===== config.mk =====
export PLATFORM = sky130hd
export DESIGN_NAME = v68k_bus_ctrl
export DESIGN_NICKNAME = d
export VERILOG_FILES = /design/src/rtl/v68k_bus_pkg.sv /design/src/rtl/v68k_bus_timer.sv /design/src/rtl/v68k_bus_ctrl.sv
export SDC_FILE = /design/constraint.sdc
export NUM_CORES = 1
export LEC_CHECK = 0
export CAP_MARGIN = 10
export CORE_MARGIN = 4
export CORE_UTILIZATION = 45
export CTS_CLUSTER_SIZE = 30
export DETAILED_ROUTE_END_ITERATION = 10
export PLACE_DENSITY_LB_ADDON = 0.3
export SYNTH_ARGS = -nofsm -noshare
export SYNTH_HDL_FRONTEND = slang
export SYNTH_HIERARCHICAL = 1
export SYNTH_SLANG_ARGS = --single-unit

===== constraint.sdc =====
create_clock -name CLK -period 3.6 [get_ports CLK]
set_input_delay 0.54 -clock CLK [delete_from_list [all_inputs] [get_ports CLK]]
set_output_delay 0.54 -clock CLK [all_outputs]
set_load 0.02 [all_outputs]

===== src/rtl/v68k_bus_pkg.sv =====
// Shared encodings for the 68000-style bus master: sizes, status codes, strobe levels, FSM states.
package v68k_bus_pkg;

  localparam logic [1:0] SZ_BYTE = 2'b00;
  localparam logic [1:0] SZ_WORD = 2'b01;
  localparam logic [1:0] SZ_LONG = 2'b10;

  localparam logic [1:0] ST_OK      = 2'b00;
  localparam logic [1:0] ST_BERR    = 2'b01;
  localparam logic [1:0] ST_ADDRERR = 2'b10;

  localparam logic DS_ON     = 1'b0;
  localparam logic DS_OFF    = 1'b1;
  localparam logic AS_STROBE = 1'b0;
  localparam logic AS_OFF    = 1'b1;
  localparam logic RW_READ   = 1'b1;
  localparam logic RW_WRITE  = 1'b0;

  typedef enum logic [1:0] {
    StIdle    = 2'b00,
    StBus     = 2'b01,
    StRecover = 2'b10
  } bus_state_e;

  // Returns {UDS, LDS}: even byte lives on the upper lane.
  function automatic logic [1:0] ds_sel(input logic [1:0] size, input logic a0);
    if (size != SZ_BYTE) return {DS_ON, DS_ON};
    return a0 ? {DS_OFF, DS_ON} : {DS_ON, DS_OFF};
  endfunction

endpackage


===== src/rtl/v68k_bus_timer.sv =====
// Loadable down-counter used for wait states and the optional bus timeout.
module v68k_bus_timer #(
  parameter int unsigned W = 4
) (
  input  logic         clk_i,
  input  logic         rst_i,
  input  logic         load_i,
  input  logic [W-1:0] load_val_i,
  input  logic         dec_i,
  output logic         expired_o
);

  logic [W-1:0] cnt_q, cnt_d;

  always_comb begin
    cnt_d = cnt_q;
    if (load_i) begin
      cnt_d = load_val_i;
    end else if (dec_i && (cnt_q != '0)) begin
      cnt_d = cnt_q - 1'b1;
    end
  end

  always_ff @(posedge clk_i) begin
    if (rst_i) cnt_q <= '0;
    else       cnt_q <= cnt_d;
  end

  assign expired_o = (cnt_q == '0);

endmodule


===== src/rtl/v68k_bus_ctrl.sv =====
// 68000-style bus master: one byte/word/long request as one or two 16-bit AS/UDS/LDS cycles.
// Define V68K_BUS_TIMEOUT_EN to turn a missing DTACK into a synthetic bus error after TIMEOUT cycles.
module v68k_bus_ctrl
  import v68k_bus_pkg::*;
#(
  parameter int unsigned ADDR_W      = 24,
  parameter int unsigned WAIT_STATES = 0,
  parameter int unsigned TIMEOUT     = 64
) (
  input  logic              CLK,
  input  logic              RESET,
  input  logic              req_valid,
  output logic              req_ready,
  input  logic              req_rw,
  input  logic [1:0]        req_size,
  input  logic [ADDR_W-1:0] req_addr,
  input  logic [31:0]       req_wdata,
  input  logic [2:0]        req_fc,
  output logic              done,
  output logic [1:0]        status,
  output logic [31:0]       rdata,
  output logic [ADDR_W-2:0] A,
  output logic              AS,
  output logic              UDS,
  output logic              LDS,
  output logic              RW,
  output logic [2:0]        FC,
  output logic [15:0]       d_out,
  output logic              d_oe,
  input  logic [15:0]       D_in,
  input  logic              DTACK,
  input  logic              BERR
);

  // One counter width covers both the 0..15 wait states and the timeout range.
  localparam int unsigned TimerW = (TIMEOUT > 15) ? $clog2(TIMEOUT + 1) : 4;

  bus_state_e        state_q, state_d;
  logic [ADDR_W-2:0] a_q, a_d;
  logic              as_q, as_d, uds_q, uds_d, lds_q, lds_d;
  logic              rw_q, rw_d;
  logic [2:0]        fc_q, fc_d;
  logic [15:0]       dout_q, dout_d;
  logic [15:0]       wlo_q, wlo_d;
  logic              long_q, long_d, second_q, second_d;
  logic              byte_q, byte_d, odd_q, odd_d;
  logic              done_q, done_d;
  logic [1:0]        status_q, status_d;
  logic [31:0]       rdata_q, rdata_d;

  logic timer_load, wait_dec, wait_exp, timeout_hit, bus_err;
  logic is_byte, is_long;

  assign is_byte = (req_size == SZ_BYTE);
  assign is_long = (req_size == SZ_LONG);

  v68k_bus_timer #(.W(TimerW)) u_wait (
    .clk_i     (CLK),
    .rst_i     (RESET),
    .load_i    (timer_load),
    .load_val_i(TimerW'(WAIT_STATES)),
    .dec_i     (wait_dec),
    .expired_o (wait_exp)
  );

`ifdef V68K_BUS_TIMEOUT_EN
  logic to_exp;

  v68k_bus_timer #(.W(TimerW)) u_timeout (
    .clk_i     (CLK),
    .rst_i     (RESET),
    .load_i    (timer_load),
    .load_val_i(TimerW'(TIMEOUT - 1)),
    .dec_i     ((state_q == StBus) && wait_exp && !DTACK && !BERR),
    .expired_o (to_exp)
  );

  assign timeout_hit = to_exp;
`else
  assign timeout_hit = 1'b0;
`endif

  // BERR wins over DTACK; a timeout only counts when neither arrived.
  assign bus_err = BERR || (!DTACK && timeout_hit);

  always_comb begin
    state_d    = state_q;
    a_d        = a_q;
    as_d       = as_q;
    uds_d      = uds_q;
    lds_d      = lds_q;
    rw_d       = rw_q;
    fc_d       = fc_q;
    dout_d     = dout_q;
    wlo_d      = wlo_q;
    long_d     = long_q;
    second_d   = second_q;
    byte_d     = byte_q;
    odd_d      = odd_q;
    done_d     = 1'b0;
    status_d   = status_q;
    rdata_d    = rdata_q;
    timer_load = 1'b0;
    wait_dec   = 1'b0;

    unique case (state_q)
      StIdle: begin
        if (req_valid) begin
          if (!is_byte && req_addr[0]) begin
            done_d   = 1'b1;
            status_d = ST_ADDRERR;
          end else begin
            a_d            = req_addr[ADDR_W-1:1];
            rw_d           = req_rw;
            fc_d           = req_fc;
            as_d           = AS_STROBE;
            {uds_d, lds_d} = ds_sel(req_size, req_addr[0]);
            if (is_byte)      dout_d = {2{req_wdata[7:0]}};
            else if (is_long) dout_d = req_wdata[31:16];
            else              dout_d = req_wdata[15:0];
            wlo_d      = req_wdata[15:0];
            long_d     = is_long;
            second_d   = 1'b0;
            byte_d     = is_byte;
            odd_d      = req_addr[0];
            status_d   = ST_OK;
            timer_load = 1'b1;
            state_d    = StBus;
          end
        end
      end
      StBus: begin
        if (!wait_exp) begin
          wait_dec = 1'b1;
        end else if (bus_err) begin
          {as_d, uds_d, lds_d} = {AS_OFF, DS_OFF, DS_OFF};
          status_d = ST_BERR;
          long_d   = 1'b0;
          state_d  = StRecover;
        end else if (DTACK) begin
          {as_d, uds_d, lds_d} = {AS_OFF, DS_OFF, DS_OFF};
          if (byte_q)        rdata_d = {24'h0, odd_q ? D_in[7:0] : D_in[15:8]};
          else if (!long_q)  rdata_d = {16'h0, D_in};
          else if (!second_q) rdata_d = {D_in, 16'h0};
          else               rdata_d = {rdata_q[31:16], D_in};
          state_d = StRecover;
        end
      end
      StRecover: begin
        if (long_q && !second_q) begin
          a_d        = a_q + 1'b1;
          dout_d     = wlo_q;
          second_d   = 1'b1;
          {as_d, uds_d, lds_d} = {AS_STROBE, DS_ON, DS_ON};
          timer_load = 1'b1;
          state_d    = StBus;
        end else begin
          done_d  = 1'b1;
          state_d = StIdle;
        end
      end
      default: state_d = StIdle;
    endcase
  end

  always_ff @(posedge CLK) begin
    if (RESET) begin
      state_q  <= StIdle;
      a_q      <= '0;
      as_q     <= AS_OFF;
      uds_q    <= DS_OFF;
      lds_q    <= DS_OFF;
      rw_q     <= RW_READ;
      fc_q     <= '0;
      dout_q   <= '0;
      wlo_q    <= '0;
      long_q   <= 1'b0;
      second_q <= 1'b0;
      byte_q   <= 1'b0;
      odd_q    <= 1'b0;
      done_q   <= 1'b0;
      status_q <= ST_OK;
      rdata_q  <= '0;
    end else begin
      state_q  <= state_d;
      a_q      <= a_d;
      as_q     <= as_d;
      uds_q    <= uds_d;
      lds_q    <= lds_d;
      rw_q     <= rw_d;
      fc_q     <= fc_d;
      dout_q   <= dout_d;
      wlo_q    <= wlo_d;
      long_q   <= long_d;
      second_q <= second_d;
      byte_q   <= byte_d;
      odd_q    <= odd_d;
      done_q   <= done_d;
      status_q <= status_d;
      rdata_q  <= rdata_d;
    end
  end

  assign req_ready = (state_q == StIdle);
  assign done      = done_q;
  assign status    = status_q;
  assign rdata     = rdata_q;
  assign A         = a_q;
  assign AS        = as_q;
  assign UDS       = uds_q;
  assign LDS       = lds_q;
  assign RW        = rw_q;
  assign FC        = fc_q;
  assign d_out     = dout_q;
  assign d_oe      = (state_q == StBus) && (rw_q == RW_WRITE);

endmodule

==> results of run 1 <==
==> stage by stage <==
step,std cells,total power (uW),utilization,setup slack [ps]
after floorplan,687,3030,-,1460
final,1003,4810,0.633,819
after detailed placement,987,3850,0.610,816
after global placement,987,3780,0.610,936
after CTS,1003,4810,0.633,845
after global routing,1003,5090,0.633,699
==> metal layers <==
metal	track usage	vias up	wire length (microns)
met5	0	-	0
met4	0.0730	0	288
met3	0.0470	33	1350
met2	0.415	289	8590
met1	0.292	2811	7210
li1	-	2793	-
==> sequential cells by signal, summed over array words and instances, names as in the netlist, 2 cells and up <==
name / cells
A: 23
state_q: 2
rdata: 32
status: 2
wlo_q: 16
d_out: 16
FC: 3
u_wait/cnt_q: 7
==> power breakdown <==
part / leakage [uW] / switching (uW) / internal, uW
combinational: 0.00161 / 1200 / 919
sequential: 0.000897 / 262 / 1460
clock: 0.000139 / 456 / 511
total: 0.00264 / 1910 / 2890
==> area by class of cell <==
cell class | instances | share of cell area
clock buffers | 12 | 0.0334
clock inverters | 4 | 0.00392
inverters | 16 | 0.00783
multi-input cells | 515 | 0.413
flip-flops and latches | 110 | 0.287
well taps | 168 | 0.0274
repair buffers | 178 | 0.228
==> logic make-up (layout without fill, tap and decap cells) <==
kind of cell / Yosys count / after routing / synth area share
compound gates: 195 / 195 / 0.229
xor+xnor: 1 / 1 / 0.00157
fa+ha+maj: 6 / 6 / 0.0134
buf+inv: 62 / 210 / 0.0448
flops: 110 / 110 / 0.394
mux: 38 / 38 / 0.0716
other cells: 1 / 7 / 0.000671
simple gates: 268 / 268 / 0.245
==> worst reg2reg max path, cell delays in order (launching register included) <==
cell	delay, ps
dfxtp_1	320
inv_1	70
ha_1	190
nor4b_4	320
and2_1	300
and4b_1	460
o21a_1	580
nand3_1	200
a21oi_1	200
==> how the worst max path moves through the flow <==
| stage | slack [ps] | cells past startpoint | to |
|---|---|---|---|
| 2_1_floorplan | 1460 | 9 | u_wait/cnt_q[5] |
| 3_3_place_gp | 940 | 6 | A[12] |
| 3_5_place_dp | 820 | 6 | d_out[1] |
| 4_1_cts | 840 | 5 | d_oe |
| 5_1_grt | 700 | 9 | rdata[8] |
| 6_report | 820 | 5 | d_oe |
==> placed cells by master, fill, tap and decap left out, drive strengths merged, types with 16 or more instances in the layout <==
| cell type | instances |
|---|---|
| clkdlybuf4s50 | 164 |
| dfxtp | 110 |
| nand2 | 93 |
| a21oi | 70 |
| nor2 | 40 |
| nand3 | 35 |
| o21ai | 29 |
| nor3 | 26 |
| mux2i | 22 |
| a22oi | 18 |
| inv | 17 |
| mux2 | 16 |
==> reports/results.ini, run 1 <==
[worst_setup_path]
worst-setup-path-type = flop to output port
critical_path.cell_chain = inv_1 > ha_1 > inv_1 > nor2_1 > clkdlybuf4s50_1
ff2ff_setup_slack_ps = 890
r2r_start = u_wait/cnt_q[1]
critPathLaunch = state_q[1]
worst-path-max-fanout = 13
crit_family = buffers and inverters
cp_num_buf_inv = 3
critPathSlowestCell = clkdlybuf4s50_1
cp.required_ps = 3060
cp.arrival_ps = 2240
r2r_end = rdata[21]
critical_path.startpoint_type = flop
slowest_delay_ps = 620
cp_common_cell = inv_1
reg2reg_depth = 8
crit_path_end_kind = output port

[finish]
diodes = 0
regArea_sq_um = 2200
multi_input_area_sq_um = 3160
fillCellCount = 1058
final_nets = 919
area.growth.synth_to_final_pct = 37.2
design_area_sq_um = 7670
drive_gt1_frac = 0.0743

[yosys]
yosysWarnings = 6
synthCells = 681
synth_common_cells = dfxtp_1 (110), nand2_1 (92), a21oi_1 (70), nor2_1 (40), nand3_1 (35)
synth.most_common_cell = dfxtp_1
async_flop_share = 0
netlist_top_cells_area = dfxtp_1 (39%), a21oi_1 (6.3%), nand2_1 (6.2%)
yosysTopAreaCellShare = 0.394
synth_edf_count = 0
yosysSeqAreaShare = 0.394
yosys.area.top_type = dfxtp_1
netlist_area_sq_um = 5590
syn_area_per_cell_sq_um = 8.21
synth_ff_type = dfxtp_1
synth_seq_cells = 110
yosysUniqueCellTypes = 70

[grt]
grt_max_degree = 46
grt_pass1_vias = 5757
grt_first_pass_wirelength_mm = 28.1
gr-total-overflow = 0
antenna_found_initial = 0
grt_use_total = 0.237

[status]
status = finished clean

[die]
placementRows = 40
die_area_sq_um = 14300
pin_count = 166
die_w_microns = 119
chipHeight_microns = 119
coreArea_sq_um = 12100
initial_core_util = 0.462

[placement]
hpwl_mm = 12.8
gp_congestion = 0.953
portBuffers = 165
place_area_sq_um = 7380

[sta]
relSlewSlack = 0.220
rsz0062_at_grt = false
fin_crit_sh = 0.772
max_slew.worst_pin.slew_ps = 1160
finalHoldViolCount = 0
min_period_ps = 2780
slew_violations = 0
whs_ps = 456
fin_skew_ps = 6.35
clock.fmax_ghz = 0.360
setup_viol = 0
setup_tns_ps = 0

[clock_tree]
htree_levels = 3
cts-root-buf = clkbuf_16
clk_pin_slew_ps = 70
cts_buffer_depth = 2
cts_setup_buffers = 0
cts_inserted_buffers = 9
clkSinkCount = 110
ctsResizeCount = 0
insertion_delay_ps = 350
ctsHoldBuffers = 0
cts_tree = yes

[pwr]
leakage_uw = 0.00264
cellPowerDensity_nw_per_um2 = 627
vdd_drop_max_mv = 0.339

[drt]
drtAntennaViolNets = 0
wl_mm = 17.4
vias = 5926
routedWlPerCell_microns = 17.4
routed_via_density = 5.91
firstDrtPassIters = 5
drcViolationCount = 0
drtIter0Drc = 572

[min_path]
holdCritPathClass = flop to flop
min_from = rdata[19]
hold_path_depth = 2
whs_endpoint = rdata[19]

[job]
drv_cap = 0

(Power assumes the default switching activity.)
==> inputs of run 2 (changes only) <==
--- a/config.mk
+++ b/config.mk
@@ -7,7 +7,7 @@
 export LEC_CHECK = 0
 export CAP_MARGIN = 10
 export CORE_MARGIN = 4
-export CORE_UTILIZATION = 45
+export CORE_UTILIZATION = 43
 export CTS_CLUSTER_SIZE = 30
 export DETAILED_ROUTE_END_ITERATION = 10
 export PLACE_DENSITY_LB_ADDON = 0.3
==> constraint.sdc (replaced) <==
create_clock -name CLK -period 2.3 [get_ports CLK]
set_input_delay 0.345 -clock CLK [delete_from_list [all_inputs] [get_ports CLK]]
set_output_delay 0.345 -clock CLK [all_outputs]
set_load 0.02 [all_outputs]
==> run 2 against run 1 <==
Combinational power rose by 66%. Total power rose by 62%. Critical endpoint is now u_wait/cnt_q[5]. Global-route usage fell by 0.36 points. Die area rose by 4.3%. Cell count rose by 1.9%. Non-clock buffer count rose by 15. Routed wire length rose by 2.4%. Sequential share of layout area fell by 0.62 points.
==> reports/results.ini, run 2 (same netlist as run 1, synthesis figures left out) <==
[finish]
final_common_cell = clkdlybuf4s50_1  ; unchanged
multi_input_area_sq_um = 3190  ; was 3160 sq um
area.growth.synth_to_final_pct = 40.2  ; was 37.2%
final_nets = 934  ; was 919
largest_register_ffs = 32  ; unchanged
drive_gt1_frac = 0.0953  ; was 0.0743
diodes = 0  ; unchanged
regArea_sq_um = 2200  ; unchanged
fillCellCount = 1145  ; was 1058
final_cell_mix = clkdlybuf4s50_1 (164), dfxtp_1 (110), nand2_1 (92)  ; unchanged
design_area_sq_um = 7840  ; was 7670 sq um

[clock_tree]
clk_pin_slew_ps = 70  ; about the same
cts_tree = yes  ; unchanged
cts_inserted_buffers = 9  ; unchanged
cts_buffer_depth = 2  ; unchanged
ctsHoldBuffers = 0  ; unchanged
clkSinkCount = 110  ; unchanged
insertion_delay_ps = 350  ; about the same
cts-root-buf = clkbuf_16  ; unchanged
htree_levels = 3  ; unchanged

[min_path]
whs_endpoint = second_q  ; was rdata[19]
min_from = RESET  ; was rdata[19]
holdCritPathClass = primary input to flop  ; was flop to flop
hold_path_depth = 2  ; unchanged

[die]
pin_count = 166  ; unchanged
die_area_sq_um = 14900  ; was 14300 sq um
chipHeight_microns = 122  ; was 119 microns
initial_core_util = 0.441  ; was 0.462
die_w_microns = 122  ; was 119 microns
coreArea_sq_um = 12700  ; was 12100 sq um
placementRows = 41  ; was 40

[drt]
wl_mm = 17.9  ; was 17.4 mm
routedWlPerCell_microns = 17.5  ; was 17.4 microns
firstDrtPassIters = 5  ; unchanged
drcViolationCount = 0  ; unchanged
vias = 5997  ; was 5926
drtAntennaViolNets = 0  ; unchanged
routed_via_density = 5.87  ; was 5.91
drtIter0Drc = 524  ; was 572

[worst_setup_path]
crit_path_end_kind = flop  ; was output port
reg2reg_depth = 9  ; was 8
crit_family = simple AND/OR/NAND/NOR gates  ; was buffers and inverters
slowest_delay_ps = 420  ; was 620 ps
r2r_start = u_wait/cnt_q[0]  ; was u_wait/cnt_q[1]
critical_path.cell_chain = inv_1 > ha_1 > nor4b_4 > and2_2 > nor2_2 > or3b_4 > nor4_2 > nand2b_1 > a311oi_2  ; was inv_1 > ha_1 > inv_1 > nor2_1 > clkdlybuf4s50_1
ff2ff_setup_slack_ps = 3  ; was 890 ps
worst-setup-path-type = flop to flop  ; was flop to output port
worst-path-max-fanout = 6  ; was 13
cp.required_ps = 2550  ; was 3060 ps
critical_path.startpoint_type = flop  ; unchanged
critPathSlowestCell = or3b_4  ; was clkdlybuf4s50_1
r2r_end = u_wait/cnt_q[5]  ; was rdata[21]
cp_num_buf_inv = 1  ; was 3
cp_num_cells = 9  ; was 5
cp.arrival_ps = 2550  ; was 2240 ps

[pwr]
leakage_uw = 0.00274  ; was 0.00264 uW
cellPowerDensity_nw_per_um2 = 995  ; was 627 nW/um^2
vdd_drop_max_mv = 0.577  ; was 0.339 mV
power.total_uw = 7800  ; was 4810 uW

[grt]
grt_use_total = 0.233  ; was 0.237
antenna_found_initial = 0  ; unchanged
gr-total-overflow = 0  ; unchanged
grt_max_degree = 63  ; was 46
grt_pass1_vias = 5801  ; was 5757
grt_first_pass_wirelength_mm = 28.1  ; about the same

[status]
status = finished clean  ; unchanged

[sta]
setup_viol = 0  ; unchanged
finalHoldViolCount = 0  ; unchanged
slew_violations = 0  ; unchanged
clock.fmax_ghz = 0.435
setup_tns_ps = 0  ; unchanged
relSlewSlack = 0.527  ; was 0.220
fin_skew_ps = 6.16  ; was 6.35 ps
min_period_ps = 2300
max_slew.worst_pin.slew_ps = 709  ; was 1160 ps
fin_crit_sh = 0.999

[placement]
portBuffers = 165  ; unchanged
place_area_sq_um = 7500  ; was 7380 sq um
gp_congestion = 0.912  ; was 0.953
hpwl_mm = 13.0  ; was 12.8 mm

[job]
drv_cap = 0  ; unchanged

-- run 2: per-layer routing --
metal,global-route usage,wire length [microns],vias up
li1,-,-,2835
met1,0.279,7050,2810
met2,0.404,8900,308
met3,0.0539,1450,44
met4,0.0931,467,0
met5,0,0,-
-- run 2: area by class of cell --
cell class                 instances  area share
timing repair buffer             193       0.239
inverter                          16     0.00766
multi-input combinational        515       0.407
tap                              172      0.0275
sequential                       110       0.281
clock buffer                      13      0.0332
clock inverter                     3     0.00543
-- run 2: what timing repair did --
action | 4_1_cts | 5_1_grt
gates resized for setup | 1 | 7
pin swaps | 0 | 1
buffers inserted | 0 | 1
setup endpoints to repair | 1 | 22
-- run 2: worst max path at each step --
stage / start / endpoint
floorplan: state_q[1] / u_wait/cnt_q[5]
global placement: u_wait/cnt_q[0] / u_wait/cnt_q[5]
detailed placement: u_wait/cnt_q[0] / u_wait/cnt_q[5]
CTS: u_wait/cnt_q[0] / u_wait/cnt_q[5]
global route: u_wait/cnt_q[0] / u_wait/cnt_q[5]
finish: u_wait/cnt_q[0] / u_wait/cnt_q[5]
-- run 2: where the power goes --
| part | total, uW | internal (uW) | switching (uW) |
|---|---|---|---|
| combinational | 3510 | 1560 | 1950 |
| clock | 1590 | 904 | 690 |
| sequential | 2700 | 2290 | 408 |
-- run 2: stage by stage --
step            util  setup WS (ps)  hold slack (ps)  cells
2_1_floorplan      -            157              431    687
3_3_place_gp   0.592            131              438   1005
3_5_place_dp   0.592          -21.1              442   1005
4_1_cts        0.616           5.95              365   1021
5_1_grt        0.619          -91.8              374   1022
6_report       0.619           2.56              380   1022
